==> src/rtl/extend_pkg.sv <==
// Shared encodings and widths for the vector immediate extender.
package extend_pkg;

  localparam int IMM_W = 26;

  typedef enum logic [2:0] {
    IMM_ZE16 = 3'b000,
    IMM_ZE26 = 3'b001,
    IMM_SE16 = 3'b010,
    IMM_ZE8  = 3'b011,
    IMM_SE8  = 3'b100,
    IMM_SE26 = 3'b101,
    IMM_REP8 = 3'b110,
    IMM_RSVD = 3'b111
  } imm_src_e;

  localparam imm_src_e IMM_SRC_RESERVED = IMM_RSVD;

endpackage

==> src/rtl/vec_extend_pipe_if.sv <==
// Producer/consumer handshake bundle for vec_extend_pipe: decode side in, register-read side out.
interface vec_extend_pipe_if
  import extend_pkg::*;
#(
  parameter int N     = 32,
  parameter int LANES = 4
);

  logic                 in_valid;
  logic                 in_ready;
  logic [IMM_W-1:0]     A;
  logic [2:0]           ImmSrc;
  logic                 VecMode;
  logic                 out_valid;
  logic                 out_ready;
  logic [LANES*N-1:0]   ExtImmV;
  logic                 err;

  modport master (
    output in_valid, A, ImmSrc, VecMode, out_ready,
    input  in_ready, out_valid, ExtImmV, err
  );

  modport slave (
    input  in_valid, A, ImmSrc, VecMode, out_ready,
    output in_ready, out_valid, ExtImmV, err
  );

endinterface

==> src/rtl/extend_core.sv <==
// Combinational immediate extension: one N-bit lane value, placed in lane 0 or broadcast.
module extend_core
  import extend_pkg::*;
#(
  parameter int N     = 32,
  parameter int LANES = 4
) (
  input  logic [IMM_W-1:0]   a,
  input  imm_src_e           imm_src,
  input  logic               vec_mode,
  output logic [LANES*N-1:0] lanes,
  output logic               err
);

  logic [N-1:0] lane_val;

  always_comb begin
    lane_val = '0;
    err      = 1'b0;
    unique case (imm_src)
      IMM_ZE16:         lane_val = {{(N-16){1'b0}}, a[15:0]};
      IMM_ZE26:         lane_val = {{(N-IMM_W){1'b0}}, a};
      IMM_SE16:         lane_val = {{(N-16){a[15]}}, a[15:0]};
      IMM_ZE8:          lane_val = {{(N-8){1'b0}}, a[7:0]};
      IMM_SE8:          lane_val = {{(N-8){a[7]}}, a[7:0]};
      IMM_SE26:         lane_val = {{(N-IMM_W){a[IMM_W-1]}}, a};
      IMM_REP8:         lane_val = {(N/8){a[7:0]}};
      IMM_SRC_RESERVED: err      = 1'b1;
    endcase
  end

  // NOTE: every always_comb output gets a default before any conditional write, so no latch is inferred.
  always_comb begin
    lanes = '0;
    for (int i = 0; i < LANES; i++) begin
      if (i == 0 || vec_mode) lanes[i*N +: N] = lane_val;
    end
  end

endmodule

==> src/rtl/vec_extend_pipe.sv <==
// Pipelined immediate extender: extends at the input and buffers results in a 2-entry ready/valid FIFO.
module vec_extend_pipe
  import extend_pkg::*;
#(
  parameter int N     = 32,
  parameter int LANES = 4
) (
  input  logic              clk,
  input  logic              rst,
  input  logic              flush,
  vec_extend_pipe_if.slave  bus
);

  localparam int DW = LANES * N;

  typedef struct packed {
    logic          err;
    logic [DW-1:0] data;
  } entry_t;

  logic [DW-1:0] ext_lanes;
  logic          ext_err;

  entry_t     mem_q [2];
  entry_t     mem_d [2];
  logic       wr_ptr_q, wr_ptr_d;
  logic       rd_ptr_q, rd_ptr_d;
  logic [1:0] count_q, count_d;
  logic       push, pop;

  extend_core #(
    .N     (N),
    .LANES (LANES)
  ) u_core (
    .a        (bus.A),
    .imm_src  (imm_src_e'(bus.ImmSrc)),
    .vec_mode (bus.VecMode),
    .lanes    (ext_lanes),
    .err      (ext_err)
  );

  assign bus.in_ready  = (count_q < 2'd2) && rst;
  assign bus.out_valid = (count_q != 2'd0);
  assign push          = bus.in_valid && bus.in_ready;
  assign pop           = bus.out_valid && bus.out_ready;

  // Flush discards the whole queue and voids any push or pop offered in the same cycle.
  always_comb begin
    mem_d    = mem_q;
    wr_ptr_d = wr_ptr_q;
    rd_ptr_d = rd_ptr_q;
    count_d  = count_q;
    if (flush) begin
      wr_ptr_d = 1'b0;
      rd_ptr_d = 1'b0;
      count_d  = 2'd0;
    end else begin
      if (push) begin
        mem_d[wr_ptr_q] = '{err: ext_err, data: ext_lanes};
        wr_ptr_d        = ~wr_ptr_q;
      end
      if (pop) rd_ptr_d = ~rd_ptr_q;
      count_d = count_q + {1'b0, push} - {1'b0, pop};
    end
  end

  // NOTE: sequential state uses non-blocking assignments so every flop samples pre-edge values.
  always_ff @(posedge clk) begin
    if (!rst) begin
      wr_ptr_q <= 1'b0;
      rd_ptr_q <= 1'b0;
      count_q  <= 2'd0;
    end else begin
      wr_ptr_q <= wr_ptr_d;
      rd_ptr_q <= rd_ptr_d;
      count_q  <= count_d;
    end
  end

  // NOTE: storage is deliberately not reset; the outputs below are forced to 0 whenever the queue is empty.
  always_ff @(posedge clk) begin
    mem_q <= mem_d;
  end

  assign bus.ExtImmV = bus.out_valid ? mem_q[rd_ptr_q].data : '0;
  assign bus.err     = bus.out_valid ? mem_q[rd_ptr_q].err  : 1'b0;

endmodule
==> src/flat_wrapper.sv <==
// flat-port wrapper written by rule: the top's interface ports become plain ports
module vec_extend_pipe_flat import extend_pkg::*;
#(
  parameter int N     = 32,
  parameter int LANES = 4
)
  (clk, rst, flush, bus_in_valid, bus_A, bus_ImmSrc, bus_VecMode, bus_out_ready, bus_in_ready, bus_out_valid, bus_ExtImmV, bus_err);
  vec_extend_pipe_if #(.N(N), .LANES(LANES)) bus_i ();
  input  logic clk;
  input  logic rst;
  input  logic flush;
  input wire logic [$bits(bus_i.in_valid)-1:0] bus_in_valid;
  input wire logic [$bits(bus_i.A)-1:0] bus_A;
  input wire logic [$bits(bus_i.ImmSrc)-1:0] bus_ImmSrc;
  input wire logic [$bits(bus_i.VecMode)-1:0] bus_VecMode;
  input wire logic [$bits(bus_i.out_ready)-1:0] bus_out_ready;
  output wire logic [$bits(bus_i.in_ready)-1:0] bus_in_ready;
  output wire logic [$bits(bus_i.out_valid)-1:0] bus_out_valid;
  output wire logic [$bits(bus_i.ExtImmV)-1:0] bus_ExtImmV;
  output wire logic [$bits(bus_i.err)-1:0] bus_err;
  assign bus_i.in_valid = bus_in_valid;
  assign bus_i.A = bus_A;
  assign bus_i.ImmSrc = bus_ImmSrc;
  assign bus_i.VecMode = bus_VecMode;
  assign bus_i.out_ready = bus_out_ready;
  assign bus_in_ready = bus_i.in_ready;
  assign bus_out_valid = bus_i.out_valid;
  assign bus_ExtImmV = bus_i.ExtImmV;
  assign bus_err = bus_i.err;
  vec_extend_pipe #(.N(N), .LANES(LANES)) u_core (.clk(clk), .rst(rst), .flush(flush), .bus(bus_i));
endmodule
==> config.mk <==
export PLATFORM = sky130hd
export DESIGN_NAME = vec_extend_pipe_flat
export DESIGN_NICKNAME = d
export VERILOG_FILES = /design/src/rtl/extend_pkg.sv /design/src/rtl/vec_extend_pipe_if.sv /design/src/rtl/extend_core.sv /design/src/rtl/vec_extend_pipe.sv /design/src/flat_wrapper.sv
export SDC_FILE = /design/constraint.sdc
export NUM_CORES = 1
export LEC_CHECK = 0
export ABC_AREA = 1
export CAP_MARGIN = 0
export CORE_UTILIZATION = 40
export DETAILED_ROUTE_END_ITERATION = 16
export HOLD_SLACK_MARGIN = 0.1
export PLACE_DENSITY_LB_ADDON = 0.05
export SLEW_MARGIN = 20
export SYNTH_ARGS = -nofsm -noshare
export SYNTH_HDL_FRONTEND = slang
export SYNTH_HIERARCHICAL = 1
export SYNTH_SLANG_ARGS = --single-unit
==> constraint.sdc <==
create_clock -name clk -period 14.15 [get_ports clk]
set_input_delay 2.83 -clock clk [delete_from_list [all_inputs] [get_ports clk]]
set_output_delay 2.83 -clock clk [all_outputs]
set_load 0.02 [all_outputs]
# Yosys cells after proc, flatten, opt, wreduce, memory -nomap -nowiden
# Index checks and enable logic that the tools add are counted.
# word_totals
register_bits,262
# op_classes
order_cmp,4
n_eq_ne,7
n_bitwise,6
addsub,2
n_reduce_logical,8
mux,11
# ops
op,count
$mux W129,4
$bwmux W258,1
$pmux W32 S7,1
$demux W129 S1,1
$mux W128,1
$mux W32,1
$eq A3 B3 Y1 const B,4
$eq A3 B2 Y1 const B,2
$ge A2 B2 Y1 const B,2
$logic_and A1 B1 Y1,4
$not A1 Y1,4
$not A1 Y2,2
$eq A3 B1 Y1 const B,1
$logic_not A3 Y1,1
$add A2 B1 Y2,1
$lt A2 B1 Y1 const B,1
$lt A2 B2 Y1 const B,1
$mux W1,2
$reduce_and A2 Y1,1
$reduce_bool A2 Y1,1
$reduce_or A2 Y1,1
$sub A2 B1 Y2,1

# Depth between registers and ports, before layout
# Gate-level depths: netlist (run 1).
# logic_depth
depth_word,6
depth_mapped,9
depth_no_buf,8

# Hierarchy
# Netlist (run 1), hierarchy kept.
# modules_own_cells
module,instances,area_each_um2,cells_each
vec_extend_pipe,1,9987.1,719
extend_core,1,1197.4,230

# Worst setup path before layout (run 1)
# No wires, ideal clock.
# synth_path
kind,input port to flip-flop
from,in bus_in_valid
to,"reg u_core/mem_q[0] (netlist name), enable pin"
path_slack_ps,1704
required_time_ps,13375
t_arrival_ps,11671
cell_stages,2
setup_ps,775
path_cell_list,nand3_2 -> nor3_1
# synth_between
elab_chain_len,2
# synth_rtl
item,line_no,text
"start, declared",flat_wrapper.sv:12,input wire logic [$bits(bus_i.in_valid)-1:0] bus_in_valid;
$logic_and A1 B1 Y1,vec_extend_pipe.sv:44,assign push = bus.in_valid && bus.in_ready;
$reduce_and A2 Y1 (no line),-,
"end signal, assigned",vec_extend_pipe.sv:82,mem_q <= mem_d;
"end, declared",vec_extend_pipe.sv:24,entry_t mem_q [2];
# Every way passes these cells.
# A chain may end at the register's enable or synchronous reset.

# Worst setup path after layout (run 1)
# layout_path
from,in rst
to,out bus_in_ready
# layout_between
elab_chain_len,1
# layout_rtl
item,line_no,text
"start, declared",flat_wrapper.sv:10,input logic rst;
$logic_and A1 B1 Y1,vec_extend_pipe.sv:42,assign bus.in_ready = (count_q < 2'd2) && rst;
"end, declared",flat_wrapper.sv:17,output wire logic [$bits(bus_i.in_ready)-1:0] bus_in_ready;
# Every way passes these cells.

==> Implementation_results.wiki, run 1 <==
{| class="wikitable"
! Metric !! Value
|-
| Total number of clock tree sinks || 262
|-
| Top Ports || 166
|-
| Total grt overflow || 0
|-
| Global-route wire length before repair || 38.9 mm
|-
| Depth of the worst hold-timing path || 2
|-
| Chip height || 169 um
|-
| Signal arrival time at the worst endpoint || 4.09 ns
|-
| Crit Path Max Fanout || 3
|-
| Mean post-synth cell area || 11.8 um^2
|-
| Required time at the endpoint of the critical path || 11.32 ns
|-
| Least-Margin Pin Slew || 1.01 ns
|-
| Number of cells produced by synthesis || 949
|-
| Setup-failing EPs final || 0
|-
| Number of buffers added on ports || 165
|-
| FF-to-FF End || u_core/mem_q[181]$_DFFE_PP_
|-
| Result of the run || complete, no violations
|-
| Clock buffers created by TritonCTS || 29
|-
| Post-synthesis register bit count || 262
|-
| Final period utilization || 48.9%
|-
| Number of standard cells in the final layout excluding fillers || 1438
|-
| Proportion of register bits with asynchronous set or reset after synthesis || 0%
|-
| # Post-CTS Setup Buffers || 0
|-
| Quantity of hold-fixing buffers added after cts || 0
|-
| Count of warnings emitted by yosys || 6
|-
| Floorplan row count || 60
|-
| GP Congestion || 0.748
|-
| Worst slew margin relative to its limit || 32.5%
|-
| Placed Instances || 1382
|-
| Reg-to-reg startpoint || u_core/count_q[1]$_SDFF_PP0_
|-
| Number of buffers on the longest clock path || 3
|-
| F_max || 0.145 GHz
|-
| Pre-CTS WS || 7.23 ns
|-
| Area delta synth->final || 19.6%
|-
| Proportion of synthesized chip area in sequential cells || 70.0%
|-
| DIE WIDTH || 169 um
|-
| Via/cell ratio || 4.72
|-
| Minimum setup slack among reg-to-reg paths || 12.12 ns
|-
| Pin count of the biggest net entering global routing || 71
|-
| Std-Cell Core Area || 27200 um^2
|-
| Largest voltage drop on the vdd net || 0.0628 mV
|-
| Hold path start || u_core/wr_ptr_q$_SDFFE_PP0P_
|-
| Clock tree from TritonCTS || built
|-
| Worst setup margin || 7.23 ns
|-
| Syn nets || 985
|-
| Final count of pins violating max slew || 0
|-
| Clock-pin transition on the worst setup and hold timing paths || 0.06 ns
|-
| Overall routed net length || 25.6 mm
|-
| Via count of the first global-routing pass || 6527
|-
| Filler cell count || 2497
|-
| Via total after detailed routing || 6789
|-
| Fraction of layout cells with a size suffix above 1 || 6.77%
|-
| Final sum of negative setup slack || 0 ns
|-
| Drc violations || 0
|-
| Class of the tightest hold or removal check || reg -> reg
|-
| MaxCap Viol Count || 0
|-
| Pre-antenna DRT Iters || 5
|-
| Global routing usage summed across all routing layers || 18.0%
|-
| Most common library cell in the layout ignoring fill and taps || sky130_fd_sc_hd__nand2_1
|-
| Crit path time final || 6.92 ns
|-
| Capture endpoint of the worst hold path || u_core/wr_ptr_q$_SDFFE_PP0P_
|-
| Initial antenna violation count || 3
|-
| Fin nets || 1077
|-
| Unrepaired setup endpoints after global routing || no
|-
| Worst-skew pair later-pin latency || 0.54 ns
|-
| Number of distinct standard cells referenced by the synthesized netlist || 27
|-
| Overall die area || 28600 um^2
|-
| Final routed wire length divided by cell count || 17.8 um
|-
| Layout Skew || 0.00815 ns
|-
| Worst Path Class, Setup || in -> out
|-
| Pwr Density || 125 nW/um^2
|-
| Synthesized cell area || 11200 um^2
|-
| Most used cells in the layout excluding fill and tap cells || sky130_fd_sc_hd__nand2_1 (321), sky130_fd_sc_hd__edfxtp_1 (258), sky130_fd_sc_hd__clkdlybuf4s50_1 (165)
|-
| Number of failing hold endpoints at the final stage || 0
|-
| HPWL after detailed placement || 15.0 mm
|-
| Ys flop type || sky130_fd_sc_hd__edfxtp_1
|-
| H-tree depth || 1
|-
| Cell at the root of the clock tree || sky130_fd_sc_hd__clkbuf_16
|-
| Number of synthesized flops with an enable pin || 258
|-
| First DRT Iteration DRCs || 424
|-
| CP startpoint kind || input port
|-
| CP endpoint kind || primary output
|-
| PostCTS Resize Cnt || 0
|-
| Static leakage power || 4.85 nW
|-
| Initial core utilization || 41.2%
|-
| R2r worst-path depth || 4
|-
| Post-DRT Antenna Nets || 0
|}
-- worst max path at each step --
stage,start,end,slack [ns]
after floorplan,bus_in_valid,u_core/mem_q[0]$_DFFE_PP_,1.70
after global placement,rst,bus_in_ready,7.24
after detailed placement,rst,bus_in_ready,7.23
after CTS,rst,bus_in_ready,7.22
after global routing,rst,bus_in_ready,7.16
final,rst,bus_in_ready,7.23
-- flip-flops by register name, indices dropped and copies added, names as in the netlist --
signal and count:
u_core/wr_ptr_q 1, u_core/count_q 2, u_core/rd_ptr_q 1, u_core/mem_q 258
-- synth_stat cells, types with 4 or more instances --
master / instances / area share (%)
sky130_fd_sc_hd__dfxtp_1: 4 / 0.72
sky130_fd_sc_hd__nand4_1: 7 / 0.39
sky130_fd_sc_hd__buf_2: 7 / 0.31
sky130_fd_sc_hd__inv_2: 4 / 0.13
sky130_fd_sc_hd__buf_4: 86 / 5.8
sky130_fd_sc_hd__inv_1: 48 / 1.6
sky130_fd_sc_hd__edfxtp_1: 258 / 69
sky130_fd_sc_hd__buf_6: 16 / 1.6
sky130_fd_sc_hd__a21oi_1: 131 / 5.9
sky130_fd_sc_hd__a21oi_2: 9 / 0.70
sky130_fd_sc_hd__nand2_1: 321 / 11
sky130_fd_sc_hd__nor2_1: 29 / 0.97
sky130_fd_sc_hd__nand3_1: 7 / 0.31
-- per-stage QoR --
| stage | util [%] | hold WS (ns) | cell area, um^2 | power (mW) |
|---|---|---|---|---|
| after global placement | 46.0 | 0.511 | 12500 | 1.01 |
| after CTS | 49.2 | 0.524 | 13400 | 1.70 |
| final | 49.2 | 0.523 | 13400 | 1.68 |
| after detailed placement | 46.0 | 0.516 | 12500 | 1.01 |
| after global routing | 49.2 | 0.578 | 13400 | 1.74 |
| after floorplan | - | 0.460 | 11200 | 0.977 |
-- layout make-up --
class                   instances  area, um^2  share of cell area (%)
repair buffers                174        1720                    12.9
clock inverters                14        96.3                   0.720
multi-input cells             522        2300                    17.2
flip-flops and latches        262        7830                    58.5
well taps                     372         465                    3.48
clock buffers                  39         763                    5.71
inverters                      52         198                    1.48
diodes                          3        7.51                  0.0561
-- cell families after synthesis --
logic type,count (synthesis),share of synthesized area [%]
xor gates and xnor gates,1,0.0783
adders and majority gates,1,0.112
AOI/OAI and AO/OA,145,6.84
buffers and inverters,165,9.58
DFF,262,70.0
and+or+nand+nor,375,13.4
-- worst max-delay path: stages --
cell	delay, ns
sky130_fd_sc_hd__clkdlybuf4s50_1	0.49
sky130_fd_sc_hd__inv_1	0.08
sky130_fd_sc_hd__nor2_1	0.08
sky130_fd_sc_hd__clkdlybuf4s50_1	0.60
-- per-layer routing --
layer  track usage [%]  wire length [um]  vias up
li1                  -                 -     3350
met1              25.2             11600     3235
met2              29.1             12200      175
met3              3.29              1320       29
met4              4.35               461        0
met5                 0                 0        -
-- where the power goes --
part | switching [mW] | total [mW] | internal [mW] | leakage (nW)
registers | 0.00343 | 0.874 | 0.871 | 2.50
logic | 0.0791 | 0.120 | 0.0411 | 1.93
clock network | 0.287 | 0.682 | 0.395 | 0.424
total | 0.370 | 1.68 | 1.31 | 4.85
Note: power is estimated with default switching activity, not from simulation.
==> inputs of run 2 (changes only) <==
==> constraint.sdc (replaced) <==
create_clock -name clk -period 6.5 [get_ports clk]
set_input_delay 1.3 -clock clk [delete_from_list [all_inputs] [get_ports clk]]
set_output_delay 1.3 -clock clk [all_outputs]
set_load 0.02 [all_outputs]
==> run 2 against run 1 <==
- cell count about the same
- combinational power increased by 130%
- via count is 1.6% higher
- cell area rose by 0.36%
- global-route usage is 1.1 points higher
- total power is 120% higher
- hold slack gained 0.049 ns
- sequential power rose by 120%
- register-to-register slack worse by 8.1 ns
- clock power grew 120%
- non-clock buffer count rose by 4
- critical endpoint is now bus_ExtImmV[56]
==> Implementation_results.wiki, run 2 (same netlist as run 1, synthesis figures left out) <==
{| class="wikitable"
! Metric !! Value
|-
| Result of the run || complete, no violations
|-
| Summed area of non-filler cells in the final layout || 13400 um^2
|-
| Pre-CTS WS || 2.42 ns
|-
| MaxCap Viol Count || 0
|-
| Class of the tightest hold or removal check || reg -> reg
|-
| Worst slew margin relative to its limit || 32.3%
|-
| Via count of the first global-routing pass || 6731
|-
| Pin count of the biggest net entering global routing || 110
|-
| Worst Path Class, Setup || reg -> out
|-
| Unrepaired setup endpoints after global routing || no
|-
| Filler cell count || 2464
|-
| Clock-pin transition on the worst setup and hold timing paths || 0.06 ns
|-
| Final routed wire length divided by cell count || 18.9 um
|-
| Pre-antenna DRT Iters || 7
|-
| H-tree depth || 1
|-
| Global-route wire length before repair || 41.0 mm
|-
| First DRT Iteration DRCs || 555
|-
| Placement-stage cell area || 12600 um^2
|-
| R2r worst-path depth || 5
|-
| Floorplan row count || 60
|-
| Fin nets || 1080
|-
| Crit path time final || 4.63 ns
|-
| Footprint of the multi-input gates || 2310 um^2
|-
| Total number of clock tree sinks || 262
|-
| Total grt overflow || 0
|-
| Most used cells in the layout excluding fill and tap cells || sky130_fd_sc_hd__nand2_1 (321), sky130_fd_sc_hd__edfxtp_1 (258), sky130_fd_sc_hd__clkdlybuf4s50_1 (165)
|-
| Kind of cell with the highest combined delay on the critical path || buffers and inverters
|-
| GP Congestion || 0.738
|-
| Crit Path Max Fanout || 82
|-
| Area taken by flip-flops and latches || 7830 um^2
|-
| Cell at the root of the clock tree || sky130_fd_sc_hd__clkbuf_16
|-
| Overall die area || 28600 um^2
|-
| Most common library cell in the layout ignoring fill and taps || sky130_fd_sc_hd__nand2_1
|-
| Initial core utilization || 41.2%
|-
| CP startpoint kind || register
|-
| Global routing usage summed across all routing layers || 19.1%
|-
| DR WL met3 || 1.78 mm
|-
| Pwr Density || 272 nW/um^2
|-
| Routed length on met1 || 12.6 mm
|-
| Register with the most flip-flops || u_core/mem_q
|-
| Largest voltage drop on the vdd net || 0.168 mV
|-
| Number of buffers added on ports || 165
|-
| Antenna fix cells || 0
|-
| Max reg flops || 258
|-
| Post-DRT Antenna Nets || 0
|-
| Combined buffer and inverter count along the critical path || 2
|-
| Library cell contributing the largest single delay on the critical path || sky130_fd_sc_hd__buf_4
|-
| Layout Skew || 0.0146 ns
|-
| Worst-path cell chain || buf_4 > nand2_1 > a21oi_1 > clkdlybuf4s50_1
|-
| Worst setup margin || 1.87 ns
|-
| Number of cells on the critical path || 4
|-
| Setup-failing EPs final || 0
|-
| # Post-CTS Setup Buffers || 0
|-
| Clock tree from TritonCTS || built
|-
| Required time at the endpoint of the critical path || 5.20 ns
|-
| Least-Margin Pin Slew || 1.02 ns
|-
| Final sum of negative setup slack || 0 ns
|-
| Final period utilization || 71.3%
|-
| Clock buffers created by TritonCTS || 28
|-
| Initial antenna violation count || 3
|-
| Quantity of hold-fixing buffers added after cts || 0
|-
| Signal arrival time at the worst endpoint || 3.33 ns
|-
| Depth of the worst hold-timing path || 2
|-
| Via total after detailed routing || 6898
|-
| Final count of pins violating max slew || 0
|-
| Overall routed net length || 27.1 mm
|-
| DIE WIDTH || 169 um
|-
| PostCTS Resize Cnt || 0
|-
| Detail Route met2 WL || 12.4 mm
|-
| Biggest registers after layout || u_core/mem_q (258), u_core/count_q (2)
|-
| Highest Signal Layer || met5
|-
| Area delta synth->final || 20.0%
|-
| Overall power of the completed layout || 3.65 mW
|-
| Std-Cell Core Area || 27200 um^2
|-
| Top Ports || 166
|-
| F_max || 0.216 GHz
|-
| Number of failing hold endpoints at the final stage || 0
|-
| Static leakage power || 4.87 nW
|-
| Crit-path max cell delay || 0.85 ns
|-
| Fraction of layout cells with a size suffix above 1 || 7.04%
|-
| Worst-skew pair later-pin latency || 0.54 ns
|-
| CP endpoint kind || primary output
|-
| Chip height || 169 um
|-
| Drc violations || 0
|-
| HPWL after detailed placement || 16.3 mm
|-
| Via/cell ratio || 4.80
|-
| Number of buffers on the longest clock path || 3
|}
## run 2: per-layer routing
| metal | vias up | GRT usage (%) |
|---|---|---|
| met4 | 6 | 3.56 |
| met2 | 205 | 29.9 |
| li1 | 3347 | - |
| met1 | 3306 | 27.8 |
| met3 | 34 | 3.75 |
| met5 | - | 0 |
## run 2: final cells by class
| class | instances | share of cell area, % |
|---|---|---|
| clock buffer | 45 | 6.08 |
| tap | 372 | 3.47 |
| timing repair buffer | 178 | 13.2 |
| inverter | 52 | 1.47 |
| clock inverter | 6 | 0.233 |
| sequential | 262 | 58.3 |
| multi-input combinational | 522 | 17.2 |
## run 2: worst register-to-register path, stage by stage (launching register included)
cell	delay, ns
sky130_fd_sc_hd__dfxtp_1	0.36
sky130_fd_sc_hd__inv_1	0.10
sky130_fd_sc_hd__nand3_2	0.17
sky130_fd_sc_hd__nor3_4	0.17
sky130_fd_sc_hd__buf_4	0.66
sky130_fd_sc_hd__buf_4	0.66
## run 2: where the power goes
group / switching [mW] / total (mW) / internal [mW]
clock: 0.620 / 1.47 / 0.853
combinational: 0.177 / 0.270 / 0.0932
sequential: 0.00856 / 1.90 / 1.89
total: 0.806 / 3.65 / 2.84
## run 2: worst paths after layout
kind                                 from  slack, ns                      endpoint
max reg2reg  u_core/count_q[1]$_SDFF_PP0_       3.99   u_core/mem_q[102]$_DFFE_PP_
min          u_core/wr_ptr_q$_SDFFE_PP0P_       0.57  u_core/wr_ptr_q$_SDFFE_PP0P_
min reg2reg  u_core/wr_ptr_q$_SDFFE_PP0P_       0.57  u_core/wr_ptr_q$_SDFFE_PP0P_
max          u_core/rd_ptr_q$_SDFFE_PP0P_       1.87               bus_ExtImmV[56]
## run 2: through the flow
step,std cells,utilization [%],hold slack (ns)
5_1_grt,1437,49.4,0.603
6_report,1437,49.4,0.572
4_1_cts,1436,49.3,0.576
3_5_place_dp,1385,46.2,0.568
2_1_floorplan,949,-,0.487
3_3_place_gp,1385,46.2,0.569
